### config.mk
export PLATFORM = sky130hd
export DESIGN_NAME = fetch_ibuf_stage
export DESIGN_NICKNAME = d
export VERILOG_FILES = /design/src/rtl/fetch_ibuf_stage.sv
export SDC_FILE = /design/constraint.sdc
export NUM_CORES = 1
export LEC_CHECK = 0
export BUFFER_PORTS_ARGS = -buffer_cell sky130_fd_sc_hd__buf_2
export CORE_MARGIN = 2
export CORE_UTILIZATION = 40
export DETAILED_ROUTE_END_ITERATION = 16
export SKIP_CTS_REPAIR_TIMING = 1
export SYNTH_ARGS = -nofsm -noshare
export SYNTH_HDL_FRONTEND = slang
export SYNTH_SLANG_ARGS = --single-unit
### constraint.sdc
create_clock -name clk -period 5.9 [get_ports clk]
set_input_delay 0.295 -clock clk [delete_from_list [all_inputs] [get_ports clk]]
set_output_delay 0.295 -clock clk [all_outputs]
set_load 0.02 [all_outputs]
### src/rtl/fetch_ibuf_stage.sv
// Instruction fetch stage for an sram-like req/addr_ok/data_ok bus.
// Keeps up to MAX_OUTSTANDING fetches in flight, tags each with its pc,
// and queues returned words in an in-order instruction buffer for decode.
// A redirect clears the buffer and drops every response still in flight,
// including a request that was already raised but not yet accepted.
module fetch_ibuf_stage #(
   parameter logic [31:0] RESET_PC        = 32'h1C00_0000,
   parameter int          IB_DEPTH        = 4,
   parameter int          MAX_OUTSTANDING = 2
) (
   input  logic        clk,
   input  logic        resetn,
   output logic        inst_sram_req,
   output logic        inst_sram_wr,
   output logic [1:0]  inst_sram_size,
   output logic [3:0]  inst_sram_wstrb,
   output logic [31:0] inst_sram_addr,
   output logic [31:0] inst_sram_wdata,
   input  logic        inst_sram_addr_ok,
   input  logic        inst_sram_data_ok,
   input  logic [31:0] inst_sram_rdata,
   input  logic        ds_allowin,
   input  logic [32:0] br_zip,
   output logic        fs2ds_valid,
   output logic [64:0] fs2ds_bus,
   input  logic        wb_ex,
   input  logic        ertn_flush,
   input  logic [31:0] ex_entry,
   input  logic [31:0] ertn_entry
);

   localparam int OW = $clog2(MAX_OUTSTANDING + 1);
   localparam int TW = (MAX_OUTSTANDING > 1) ? $clog2(MAX_OUTSTANDING) : 1;
   localparam int PW = $clog2(IB_DEPTH);
   localparam logic [OW-1:0] MAX_OUT     = OW'(MAX_OUTSTANDING);
   localparam logic [PW:0]   IB_FULL_CNT = (PW+1)'(IB_DEPTH);
   localparam logic [TW-1:0] TAG_LAST    = TW'(MAX_OUTSTANDING - 1);
   localparam logic [31:0]   IB_DEPTH_W  = 32'(IB_DEPTH);

   logic          started;
   logic          req_hold;
   logic          doomed;
   logic          adef_done;
   logic [31:0]   pc;
   logic [31:0]   addr_q;
   logic [OW-1:0] outstanding;
   logic [OW-1:0] discard;
   logic [OW-1:0] out_next;

   logic [31:0]   tag_mem [MAX_OUTSTANDING];
   logic [TW-1:0] tag_wr;
   logic [TW-1:0] tag_rd;

   logic [64:0]   ib_mem [IB_DEPTH];
   logic [PW:0]   ib_wr;
   logic [PW:0]   ib_rd;
   logic [PW:0]   ib_count;
   logic          ib_empty;
   logic          ib_full;

   logic          br_taken;
   logic [31:0]   br_target;
   logic          redirect;
   logic [31:0]   redirect_pc;
   logic          can_issue;
   logic          acc;
   logic          resp_push;
   logic          adef_push;
   logic          ib_push;
   logic          ib_pop;
   logic [64:0]   push_data;

   function automatic logic [TW-1:0] tag_inc(input logic [TW-1:0] p);
      return (p == TAG_LAST) ? '0 : p + 1'b1;
   endfunction

   assign {br_taken, br_target} = br_zip;
   assign redirect    = wb_ex || ertn_flush || br_taken;
   assign redirect_pc = wb_ex ? ex_entry : (ertn_flush ? ertn_entry : br_target);

   assign ib_count = ib_wr - ib_rd;
   assign ib_empty = (ib_count == '0);
   assign ib_full  = (ib_count == IB_FULL_CNT);

   // Credit counts every in-flight word, so a kept response always has a slot.
   assign can_issue = (outstanding < MAX_OUT)
                   && ((32'(ib_count) + 32'(outstanding)) < IB_DEPTH_W)
                   && (pc[1:0] == 2'b00);

   assign inst_sram_req   = started && (req_hold || can_issue);
   assign inst_sram_addr  = req_hold ? addr_q : pc;
   assign inst_sram_wr    = 1'b0;
   assign inst_sram_size  = 2'b10;
   assign inst_sram_wstrb = 4'h0;
   assign inst_sram_wdata = 32'h0;

   assign acc       = inst_sram_req && inst_sram_addr_ok;
   assign out_next  = outstanding + OW'(acc) - OW'(inst_sram_data_ok);
   assign resp_push = inst_sram_data_ok && (discard == '0) && !redirect;
   assign adef_push = (pc[1:0] != 2'b00) && !adef_done && (outstanding == '0)
                   && !ib_full && !redirect;
   assign ib_push   = resp_push || adef_push;
   assign push_data = adef_push ? {1'b1, 32'h0, pc}
                                : {1'b0, inst_sram_rdata, tag_mem[tag_rd]};

   assign fs2ds_valid = !ib_empty && !redirect;
   assign fs2ds_bus   = ib_mem[ib_rd[PW-1:0]];
   assign ib_pop      = fs2ds_valid && ds_allowin;

   // Fetch control: pc, held-request tracking, in-flight and drop counters.
   always_ff @(posedge clk) begin
      if (!resetn) begin
         started     <= 1'b0;
         req_hold    <= 1'b0;
         doomed      <= 1'b0;
         adef_done   <= 1'b0;
         pc          <= RESET_PC;
         addr_q      <= RESET_PC;
         outstanding <= '0;
         discard     <= '0;
         tag_wr      <= '0;
         tag_rd      <= '0;
      end else begin
         started     <= 1'b1;
         req_hold    <= inst_sram_req && !inst_sram_addr_ok;
         outstanding <= out_next;
         if (inst_sram_req && !inst_sram_addr_ok)
            addr_q <= inst_sram_addr;
         if (acc)
            tag_wr <= tag_inc(tag_wr);
         if (inst_sram_data_ok)
            tag_rd <= tag_inc(tag_rd);
         if (redirect) begin
            pc        <= redirect_pc;
            discard   <= out_next;
            doomed    <= inst_sram_req && !inst_sram_addr_ok;
            adef_done <= 1'b0;
         end else begin
            if (acc && !doomed)
               pc <= pc + 32'd4;
            discard <= discard - OW'(inst_sram_data_ok && (discard != '0))
                               + OW'(acc && doomed);
            if (acc)
               doomed <= 1'b0;
            if (adef_push)
               adef_done <= 1'b1;
         end
      end
   end

   // Tag storage: pc of each accepted request, read back in order.
   always_ff @(posedge clk) begin
      if (acc)
         tag_mem[tag_wr] <= inst_sram_addr;
   end

   // Instruction buffer pointers; a redirect empties the buffer.
   always_ff @(posedge clk) begin
      if (!resetn || redirect) begin
         ib_wr <= '0;
         ib_rd <= '0;
      end else begin
         if (ib_push)
            ib_wr <= ib_wr + 1'b1;
         if (ib_pop)
            ib_rd <= ib_rd + 1'b1;
      end
   end

   // Instruction buffer storage.
   always_ff @(posedge clk) begin
      if (ib_push)
         ib_mem[ib_wr[PW-1:0]] <= push_data;
   end

endmodule

Yosys cells after proc, flatten, opt, wreduce, memory -nomap -nowiden
Memory sizes are Yosys's and may differ from the RTL's. A register that Yosys moved wholly into a read port is not among the register bits. Cells that the tools add are included.

Memories kept: 2. Word-level logic and storage cells: 86. Bits in registers: 80. Bits of input ports: 136. Bits in writable memories: 324. Output and inout bits: 138.

Memory list: ib_mem (depth 4, bits a word 65, read ports 1, clocked after memory_dff 1, write ports 1, RTL line 54) `logic [64:0] ib_mem [IB_DEPTH];`; tag_mem (depth 2, bits a word 32, read ports 1, clocked after memory_dff 1, write ports 1, RTL line 50) `logic [31:0] tag_mem [MAX_OUTSTANDING];`.

Magnitude comparators: 2. Mux-type cells: 20. Reduce and logical (&&, ||, !) cells: 37. Add/subtract/negate cells: 11. Bitwise logic cells: 1. Eq/ne operators: 1.

Operators with widths (count): two-way mux 32 bit (5); two-way mux 65 bit (1); adder 32 x 3 -> 32 bit, second input constant (1); logical AND 1 bit (16); two-way mux 1 bit (11); nonzero test 2 bit (4); logical NOT 1 bit (7); adder 3 x 1 -> 3 bit, second input constant (2); logical NOT 2 bit (3); two-way mux 2 bit (3); logical OR 1 bit (5); adder 2 x 1 -> 2 bit (2); adder 3 x 2 -> 4 bit (1); < comparator 4 x 3 -> 1 bit, second input constant (1); subtractor 2 x 1 -> 2 bit (2); equality test 3 bit, second input constant (1); logical NOT 3 bit (1); subtractor 3 bit (1); adder 1 bit, second input constant (2); < comparator 2 bit, second input constant (1); OR reduction 2 bit (1); inverter 1 bit (1).

Longest topological paths before layout
Gate-level depths: netlist (run 1).

Word-level depth: 11. Mapped depth: 16.

Least setup slack after synthesis (run 1)
Ideal clock, no wire load.

Kind: flip-flop to flip-flop. Start point: register ib_wr[0]. End point: memory tag_mem[0][0] (enable). Stages on the path, launching flop included: 10. Data arrival time: 4.100 ns. Path buffers: 1. Data required time: 5.439 ns. Slack: 1.339 ns. Setup time: 0.461 ns. Cells stage by stage: dfxtp_1 inv_1 ha_1 inv_1 fa_1 ha_1 nor4_4 a31oi_2 buf_6 nor3_1.

Cells in the longest elaborated chain, start to end: 10.

Ends and longest elaborated chain: start: declaration (RTL line 55) `logic [PW:0] ib_wr;`; start signal: assignment (RTL line 164) `ib_wr <= ib_wr + 1'b1;`; subtractor 3 bit (RTL line 81) `assign ib_count = ib_wr - ib_rd;`; adder 3 x 2 -> 4 bit (RTL line 87) `&& ((32'(ib_count) + 32'(outstanding)) < IB_DEPTH_W)`; < comparator 4 x 3 -> 1 bit (RTL line 87); logical AND 1 bit (RTL line 87); logical AND 1 bit (RTL line 88) `&& (pc[1:0] == 2'b00);`; logical OR 1 bit (RTL line 90) `assign inst_sram_req = started && (req_hold || can_issue);`; logical AND 1 bit (RTL line 90); logical AND 1 bit (RTL line 97) `assign acc = inst_sram_req && inst_sram_addr_ok;`; two-way mux 1 bit (RTL line 153) `if (acc)`; two-way mux 1 bit (not written as such) (RTL line 154) `tag_mem[tag_wr] <= inst_sram_addr;`; end: declaration (RTL line 50).

No other way between the ends.

Final worst setup path (run 1)
Start point: register ib_wr[0]. End point: register discard[1].

Cells in the longest elaborated chain, start to end: 11. Elaborated cells on any way between the ends: 13.

Ends and longest elaborated chain: subtractor 3 bit * (RTL line 81); adder 3 x 2 -> 4 bit * (RTL line 87); < comparator 4 x 3 -> 1 bit * (RTL line 87); logical AND 1 bit * (RTL line 87); logical AND 1 bit * (RTL line 88); logical OR 1 bit * (RTL line 90); logical AND 1 bit * (RTL line 90); logical AND 1 bit * (RTL line 97); adder 2 x 1 -> 2 bit or logical AND 1 bit (tied branches) (RTL line 98, 142); subtractor 2 x 1 -> 2 bit or adder 2 x 1 -> 2 bit (tied branches) (RTL line 98, 142); two-way mux 2 bit * (RTL line 133) `if (redirect) begin`; end signal: assignment (RTL line 135) `discard <= out_next;`; end signal: assignment (RTL line 141) `discard <= discard - OW'(inst_sram_data_ok && (discard != '0))`; end: declaration (RTL line 47) `logic [OW-1:0] discard;`.

Every way passes the cells marked *; elsewhere a longest branch is shown, timed or not. A chain may end at the register's enable or synchronous reset.

==> impl_metrics.py, run 1 <==
metrics = {
    "clocking": {
        "cts_tree": "yes",
        "cts_buffers": 43,
        "cts-htree-levels": 2,
        "clock-root-buffer": "clkbuf_16",
        "insertion_delay_ns": 0.54,
        "clockBufferDepth": 3,
        "clkTransAtPathRegs_ns": 0.06,
        "cts.sinks": 407,
    },
    "worst_hold_path": {
        "hold_class": "primary input to flop",
    },
    "global_route": {
        "grt_antenna_before_repair": 0,
        "grt_first_pass_wirelength_um": 63000,
        "grt_pass1_vias": 10600,
        "grt.overflow.total": 0,
        "grt_use_total_pct": 18.4,
        "grt_max_degree": 86,
    },
    "setup_path": {
        "reg2reg_to": "discard[1]",
        "cp_slowest_cell": "a31oi_2",
        "slowest_delay_ns": 0.84,
        "reg2reg_from": "ib_wr[0]",
        "worst_ep_arrival_time_ns": 4.24,
        "critical-path-top-delay-family": "adder cells",
        "path_max_fanout": 11,
        "cp-endpoint": "discard[1]",
        "cpMostUsedCell": "ha_1",
        "worst-setup-path-type": "flop to flop",
        "crit_start": "ib_wr[0]",
        "r2r_slack_ns": 2.07,
        "endpoint_kind": "flop",
        "worstPathRequired_ns": 6.30,
        "r2r_cells": 15,
        "crit_buf_inv": 3,
        "cp.depth": 15,
        "path_cells": "inv_1 > ha_1 > inv_1 > fa_1 > ha_1 > nand3b_1 > a31oi_2 > nor2_1 > nand2_1 > ha_1 > inv_1 > ha_1 > xor2_1 > xnor2_1 > o22ai_1",
        "start_kind": "flop",
    },
    "timing": {
        "rsz0062_at_grt": "false",
        "fin_crit_ns": 3.83,
        "tightest_slew_ns": 1.12,
        "period_share_pct": 65.0,
        "fin_skew_ns": 0.0123,
        "hold_ws_ns": 0.0777,
        "setup_violations": 0,
        "slew_headroom_pct": 25.5,
        "setup_ws_ns": 2.07,
        "finalHoldViolCount": 0,
        "fmax_mhz": 261,
        "slew_viol_final": 0,
        "finalSetupTns_ns": 0,
    },
    "synth": {
        "avgSynthCellArea_um2": 14.3,
        "yosysUniqueCellTypes": 70,
        "synth-seq-cells": 407,
        "synth_edf_count": 324,
        "synth_warnings": 0,
        "async_flop_share_pct": 0,
        "seq_area_frac_synth_pct": 65.1,
        "synth_largest_area_cell": "edfxtp_1",
        "synth_common_cells": "edfxtp_1 (324), nand2_1 (125), o21ai_0 (97)",
        "synthFlopType": "edfxtp_1",
        "syn_inst": 1222,
        "yosys.cell_count.top_type": "edfxtp_1",
        "yosys-top-cells-area": "edfxtp_1 (56%), dfxtp_1 (9.5%), mux4_2 (8.4%)",
        "synth_top_area_share_pct": 55.6,
        "syn_area_um2": 17500,
    },
    "layout": {
        "multi_input_area_um2": 5570,
        "fill_cells": 3805,
        "nets": 1585,
        "design_area_um2": 20400,
        "area_growth_pct": 16.7,
        "diodes": 0,
        "layout.cells.non_filler": 2055,
        "layout-drive-gt1-share_pct": 29.9,
        "seqCellArea_um2": 11400,
    },
    "job": {
        "drv_cap": 0,
    },
    "floorplan": {
        "pin_count": 274,
        "rows": 76,
        "fp.coreArea_um2": 43100,
        "die_h_um": 213,
        "fp.dieArea_um2": 45400,
        "start_util_pct": 40.6,
        "fp.dieW_um": 213,
    },
    "power": {
        "p_leak_nw": 7.07,
        "combPwrFrac_pct": 8.6,
        "clkPwrFrac_pct": 40.5,
        "p_switching_mw": 1.49,
        "vdd_drop_max_mv": 0.214,
        "pwr-share-seq_pct": 50.9,
        "power_density_nw_per_um2": 315,
        "power.internal_mw": 4.95,
        "sw_frac_of_total_pct": 23.1,
    },
    "placement": {
        "routabilityCongestion": 0.865,
        "placed_cell_area_um2": 19000,
        "io_buffers": 234,
        "dp_slack_ns": 2.05,
        "dp.cells": 1977,
        "hpwlAfterDp_um": 27100,
    },
    "routing": {
        "wire_per_inst_um": 20.1,
        "drcViolationCount": 0,
        "viasPerCell": 5.21,
        "num_vias": 10700,
        "wirelength_um": 41300,
        "ant_nets": 0,
        "firstDrtPassIters": 5,
        "drtIter0Drc": 826,
    },
    "status": {
        "run_status": "complete, no violations",
    },
}
-- how the worst min path moves through the flow --
| stage | start | to | slack [ns] | cells past startpoint |
|---|---|---|---|---|
| final | ex_entry[10] | pc[10] | 0.08 | 3 |
| after global routing | ds_allowin | flop | 0.06 | 3 |
| after CTS | ex_entry[10] | pc[10] | 0.05 | 3 |
| after detailed placement | addr_q[23] | addr_q[23] | 0.45 | 2 |
| after global placement | addr_q[2] | addr_q[2] | 0.44 | 2 |
| after floorplan | resetn | started | 0.32 | 0 |
-- sequential cells by signal (all words and copies together), names as in the netlist, named ones only --
name	flops
doomed	1
started	1
tag_wr	1
adef_done	1
ib_mem	260
req_hold	1
tag_mem	64
discard	2
ib_wr	3
tag_rd	1
addr_q	32
ib_rd	3
pc	32
outstanding	2
-- per-stage QoR --
step,power (mW),utilization [%]
floorplan,3.70,-
global placement,3.88,44.2
detailed placement,3.89,44.2
CTS,6.50,47.4
global route,6.68,47.4
finish,6.43,47.4
-- cells by family after synthesis --
| family | after synthesis | share of synthesized area (%) |
|---|---|---|
| XOR/XNOR | 14 | 0.794 |
| adder cells (fa/ha/maj) | 12 | 0.902 |
| other | 2 | 0.0429 |
| AO/OA/AOI/OAI | 208 | 7.48 |
| AND/OR/NAND/NOR | 313 | 9.15 |
| flip-flops | 407 | 65.1 |
| multiplexers | 135 | 12.6 |
| buffers and inverters | 131 | 3.91 |
-- tightest hold or removal path: cells and delay by family --
| kind | cells | cell delay, ns |
|---|---|---|
| compound gates | 2 | 0.20 |
| buf+inv | 1 | 0.08 |
-- area by class of cell --
type | count | area share (%)
sequential | 407 | 55.8
multi-input combinational | 721 | 27.3
timing repair buffer | 250 | 6.33
clock buffer | 57 | 5.84
tap | 585 | 3.59
clock inverter | 21 | 0.864
inverter | 14 | 0.257
-- layer usage --
metal  global-route usage, %  part of all wire [%]  wire length, um  vias to the layer above
li1                        -                     -                -                     5044
met1                    25.7                    45            18600                     5247
met2                    29.6                    47            19500                      372
met3                    3.47                   6.3             2620                       48
met4                    4.46                   1.6              669                        0
met5                       0                     0                0                        -
-- power groups by stage --
stage / combinational, mW / clock (mW) / sequential [mW]
after CTS: 0.557 / 2.67 / 3.27
after global routing: 0.607 / 2.79 / 3.28
after global placement: 0.547 / 0 / 3.33
after detailed placement: 0.556 / 0 / 3.33
after floorplan: 0.407 / 0 / 3.29
final: 0.551 / 2.61 / 3.27
-- cells in the final DEF (no fill, tap or decap), drive strengths merged, types with 10 or more instances in the layout --
master	n
ha	11
buf	250
nand4	13
a22oi	11
mux2	27
nand3	47
nor4	10
dfxtp	83
a31oi	12
o21ai	99
and2	10
clkinv	17
o22ai	15
nand2	126
nor3	13
mux4	65
mux2i	43
inv	14
nor2	29
edfxtp	324
clkbuf	57
a21oi	21
conb	39
nor2b	35
No activity file was read; power rests on OpenSTA's default activity.
==> inputs of run 2 (changes only) <==
clock period = 3.27 ns   (was 5.9 ns; I/O delays follow)
==> impl_metrics.py, run 2 (synthesized netlist as in run 1, its figures left out) <==
metrics = {
    "floorplan": {
        "fp.coreArea_um2": 43100,
        "rows": 76,
        "start_util_pct": 40.6,
        "fp.dieW_um": 213,
        "fp.dieArea_um2": 45400,
        "die_h_um": 213,
        "pin_count": 274,
    },
    "clocking": {
        "insertion_delay_ns": 0.57,
        "cts.sinks": 407,
        "clockBufferDepth": 3,
        "cts_tree": "yes",
        "cts-htree-levels": 2,
        "clock-root-buffer": "clkbuf_16",
        "clkTransAtPathRegs_ns": 0.06,
        "cts_buffers": 44,
    },
    "timing": {
        "slew_viol_final": 0,
        "fmax_mhz": 327,
        "slew_headroom_pct": 43.2,
        "fin_crit_ns": 3.06,
        "period_share_pct": 93.6,
        "tightest_slew_ns": 0.843,
        "finalSetupTns_ns": 0,
        "fin_skew_ns": 0.0285,
        "hold_ws_ns": -0.0326,
        "finalHoldViolCount": 4,
        "setup_violations": 0,
        "rsz0062_at_grt": "false",
    },
    "setup_path": {
        "path_max_fanout": 58,
        "worst_ep_arrival_time_ns": 3.34,
        "worstPathRequired_ns": 3.55,
        "start_kind": "flop",
        "endpoint_kind": "flop",
        "worst-setup-path-type": "flop to flop",
        "r2r_cells": 9,
    },
    "global_route": {
        "grt_max_degree": 63,
        "grt_use_total_pct": 18.6,
        "grt_antenna_before_repair": 0,
        "grt_first_pass_wirelength_um": 63200,
        "grt_pass1_vias": 10600,
        "grt.overflow.total": 0,
    },
    "placement": {
        "io_buffers": 234,
        "routabilityCongestion": 0.893,
        "placed_cell_area_um2": 19400,
        "hpwlAfterDp_um": 29100,
    },
    "layout": {
        "diodes": 0,
        "final_cell_mix": "edfxtp_1 (324), buf_2 (234), nand2_1 (125), o21ai_0 (97), dfxtp_1 (79)",
        "nets": 1616,
        "largest_reg_flops": 260,
        "utilization_pct": 48.3,
        "final_common_cell": "edfxtp_1",
        "design_area_um2": 20800,
        "layout-drive-gt1-share_pct": 30.8,
        "area_growth_pct": 19.1,
    },
    "routing": {
        "viasPerCell": 5.22,
        "wirelength_um": 42700,
        "route.met3.wl_um": 2390,
        "drcViolationCount": 0,
        "wire_per_inst_um": 20.4,
        "drtIter0Drc": 892,
        "firstDrtPassIters": 5,
        "ant_nets": 0,
        "num_vias": 10900,
        "wl_met2_um": 19900,
        "top_layer": "met4",
        "wirelength_met1_um": 19400,
    },
    "job": {
        "drv_cap": 0,
    },
    "status": {
        "run_status": "complete, but fails checks",
        "violations": "hold timing",
    },
    "worst_hold_path": {
        "hold_class": "primary input to flop",
        "hold_depth": 3,
    },
    "power": {
        "power_density_nw_per_um2": 560,
        "p_leak_nw": 7.24,
        "vdd_drop_max_mv": 0.307,
    },
}
-- run 2: cell types whose count changed in the layout (fill, tap and decap cells not counted), moves of 2 or more --
cell and delta:
buf_12 +12, buf_4 +12, clkinv_2 -9, clkinv_1 +6, dlygate4sd3_1 +5, inv_6 +3
and2_2 +2, clkbuf_8 +2
-- run 2: area by class of cell --
type                            instances  area, um^2
Multi-Input combinational cell        722        5590
Sequential cell                       407       11400
Tap cell                              585         732
Inverter                               14        52.6
Fill cell                            3766       22300
Clock inverter                         20         150
Clock buffer                           60        1220
Timing Repair Buffer                  279        1670
-- run 2: stage by stage --
stage | power (mW) | instances | setup WS (ns)
6_report | 11.7 | 2087 | 0.209
5_1_grt | 12.1 | 2087 | 0.00170
4_1_cts | 11.8 | 2081 | 0.138
3_5_place_dp | 7.06 | 2001 | 0.197
3_3_place_gp | 7.04 | 2001 | 0.257
2_1_floorplan | 6.68 | 1259 | 0.108
-- run 2: path summary, 6_finish.rpt --
check                                  start      endpoint  slack, ns
worst max register to register      ib_wr[0]  ib_mem[1][3]       0.21
worst min register to register     addr_q[9]     addr_q[9]       0.45
worst max-delay path                ib_wr[0]  ib_mem[1][3]       0.21
worst min-delay path            ex_entry[10]        pc[10]      -0.03
-- run 2: critical path: stages, from the launching register on --
cell and delay, ns:
dfxtp_2 0.34, inv_1 0.11, ha_1 0.16, inv_1 0.05, fa_1 0.37, xor3_2 0.28
nor3b_1 0.52, nor2_4 0.07, buf_4 0.33, o21ai_0 0.53
-- run 2: power by group --
part	leakage, nW	internal, mW	total [mW]	switching, mW
registers	3.62	5.78	5.90	0.120
logic	2.95	0.390	1.06	0.671
clock network	0.667	2.77	4.71	1.94
total	7.24	8.94	11.7	2.73
-- run 2: metal layers --
layer	up-vias	track usage, %
met3	57	3.56
li1	5127	-
met2	383	30.0
met1	5323	25.5
met4	0	5.86
met5	-	0
==> inputs of run 3 (changes only) <==
GPL_TIMING_DRIVEN = 1   (was unset)
RECOVER_POWER = 50   (was unset)
==> impl_metrics.py, run 3 (synthesized netlist as in run 1, its figures left out) <==
metrics = {
    "global_route": {
        "grt_antenna_before_repair": 1,
        "grt_first_pass_wirelength_um": 63200,
        "busiest_layer": "met2",
        "grt_use_total_pct": 18.6,
        "grt.overflow.total": 0,
        "grt_pass1_vias": 10600,
        "grtUsageMet3_pct": 3.56,
        "use_met2_pct": 30.0,
        "grt_max_degree": 63,
        "use_met1_pct": 25.5,
    },
    "layout": {
        "layout-drive-gt1-share_pct": 22.0,
        "final_common_cell": "edfxtp_1",
        "area_growth_pct": 17.9,
        "final_cell_mix": "edfxtp_1 (324), buf_2 (140), nand2_1 (126), clkbuf_1 (109), o21ai_0 (97)",
        "utilization_pct": 47.9,
        "nets": 1616,
        "largest_reg_flops": 260,
        "design_area_um2": 20600,
    },
    "power": {
        "vdd_drop_max_mv": 0.308,
        "p_leak_nw": 6.94,
        "finalPower_mw": 11.6,
        "power_density_nw_per_um2": 564,
    },
    "clocking": {
        "cts_tree": "yes",
        "clkTransAtPathRegs_ns": 0.06,
        "clockBufferDepth": 3,
        "cts_buffers": 44,
        "insertion_delay_ns": 0.57,
        "cts-htree-levels": 2,
        "cts.sinks": 407,
        "clock-root-buffer": "clkbuf_16",
    },
    "timing": {
        "period_share_pct": 93.7,
        "slew_viol_final": 0,
        "fmax_mhz": 327,
        "slew_headroom_pct": 31.1,
        "setup_violations": 0,
        "hold_ws_ns": -0.0396,
        "fin_crit_ns": 3.06,
        "fin_skew_ns": 0.0292,
        "tightest_slew_ns": 1.03,
        "finalSetupTns_ns": 0,
        "finalHoldViolCount": 4,
        "rsz0062_at_grt": "false",
    },
    "job": {
        "drv_cap": 0,
    },
    "routing": {
        "drtIter0Drc": 864,
        "num_vias": 10900,
        "drcViolationCount": 0,
        "ant_nets": 0,
        "wirelength_um": 42800,
        "wire_per_inst_um": 20.5,
        "firstDrtPassIters": 7,
        "viasPerCell": 5.23,
    },
    "floorplan": {
        "fp.dieW_um": 213,
        "die_h_um": 213,
        "rows": 76,
        "pin_count": 274,
        "fp.coreArea_um2": 43100,
        "start_util_pct": 40.6,
        "fp.dieArea_um2": 45400,
    },
    "status": {
        "run_status": "complete, but fails checks",
        "violations": "hold timing",
    },
    "setup_path": {
        "worstPathRequired_ns": 3.52,
        "endpoint_kind": "flop",
        "worst_ep_arrival_time_ns": 3.31,
        "worst-setup-path-type": "flop to flop",
        "path_max_fanout": 16,
        "start_kind": "flop",
    },
    "placement": {
        "hpwlAfterDp_um": 29100,
        "placed_cell_area_um2": 19400,
        "routabilityCongestion": 0.893,
        "io_buffers": 234,
    },
    "worst_hold_path": {
        "hold_class": "primary input to flop",
    },
}
run 3: metal layers:
| layer | vias up | wire, um |
|---|---|---|
| li1 | 5124 | - |
| met1 | 5322 | 19300 |
| met2 | 423 | 19900 |
| met3 | 54 | 2660 |
| met4 | 0 | 937 |
| met5 | - | 0 |
run 3: where the power goes:
part	switching, mW	internal [mW]
Combinational	0.664	0.354
Clock	1.94	2.77
Sequential	0.119	5.78
run 3: cell type report:
cell class	instances	area (um^2)
Fill cell	3838	22500
Tap cell	585	732
Multi-Input combinational cell	722	5550
Inverter	14	52.6
Antenna cell	1	2.50
Clock buffer	60	1220
Sequential cell	407	11400
Clock inverter	20	150
Timing Repair Buffer	279	1510
run 3: worst max-delay path, cell delays in order (launching register included):
cell and delay (ns):
dfxtp_2 0.36, inv_1 0.09, ha_1 0.20, inv_1 0.07, fa_1 0.46, ha_1 0.23, nor4_4 0.16, a31oi_1 0.18
nor2_2 0.18, buf_4 0.15, and2_1 0.43, buf_12 0.23
run 3: final timing paths:
path,slack (ns),startpoint,endpoint,cells after the start
min,-0.04,ex_entry[10],pc[10],3
max,0.21,ib_wr[0],tag_mem[1][14],11
min reg2reg,0.46,addr_q[9],addr_q[9],2
max reg2reg,0.21,ib_wr[0],tag_mem[1][14],11
run 3: stage by stage:
stage,std cells,setup WS (ns)
2_1_floorplan,1259,0.108
3_3_place_gp,2001,0.257
3_5_place_dp,2001,0.197
4_1_cts,2081,0.138
5_1_grt,2087,0.00415
6_report,2088,0.207
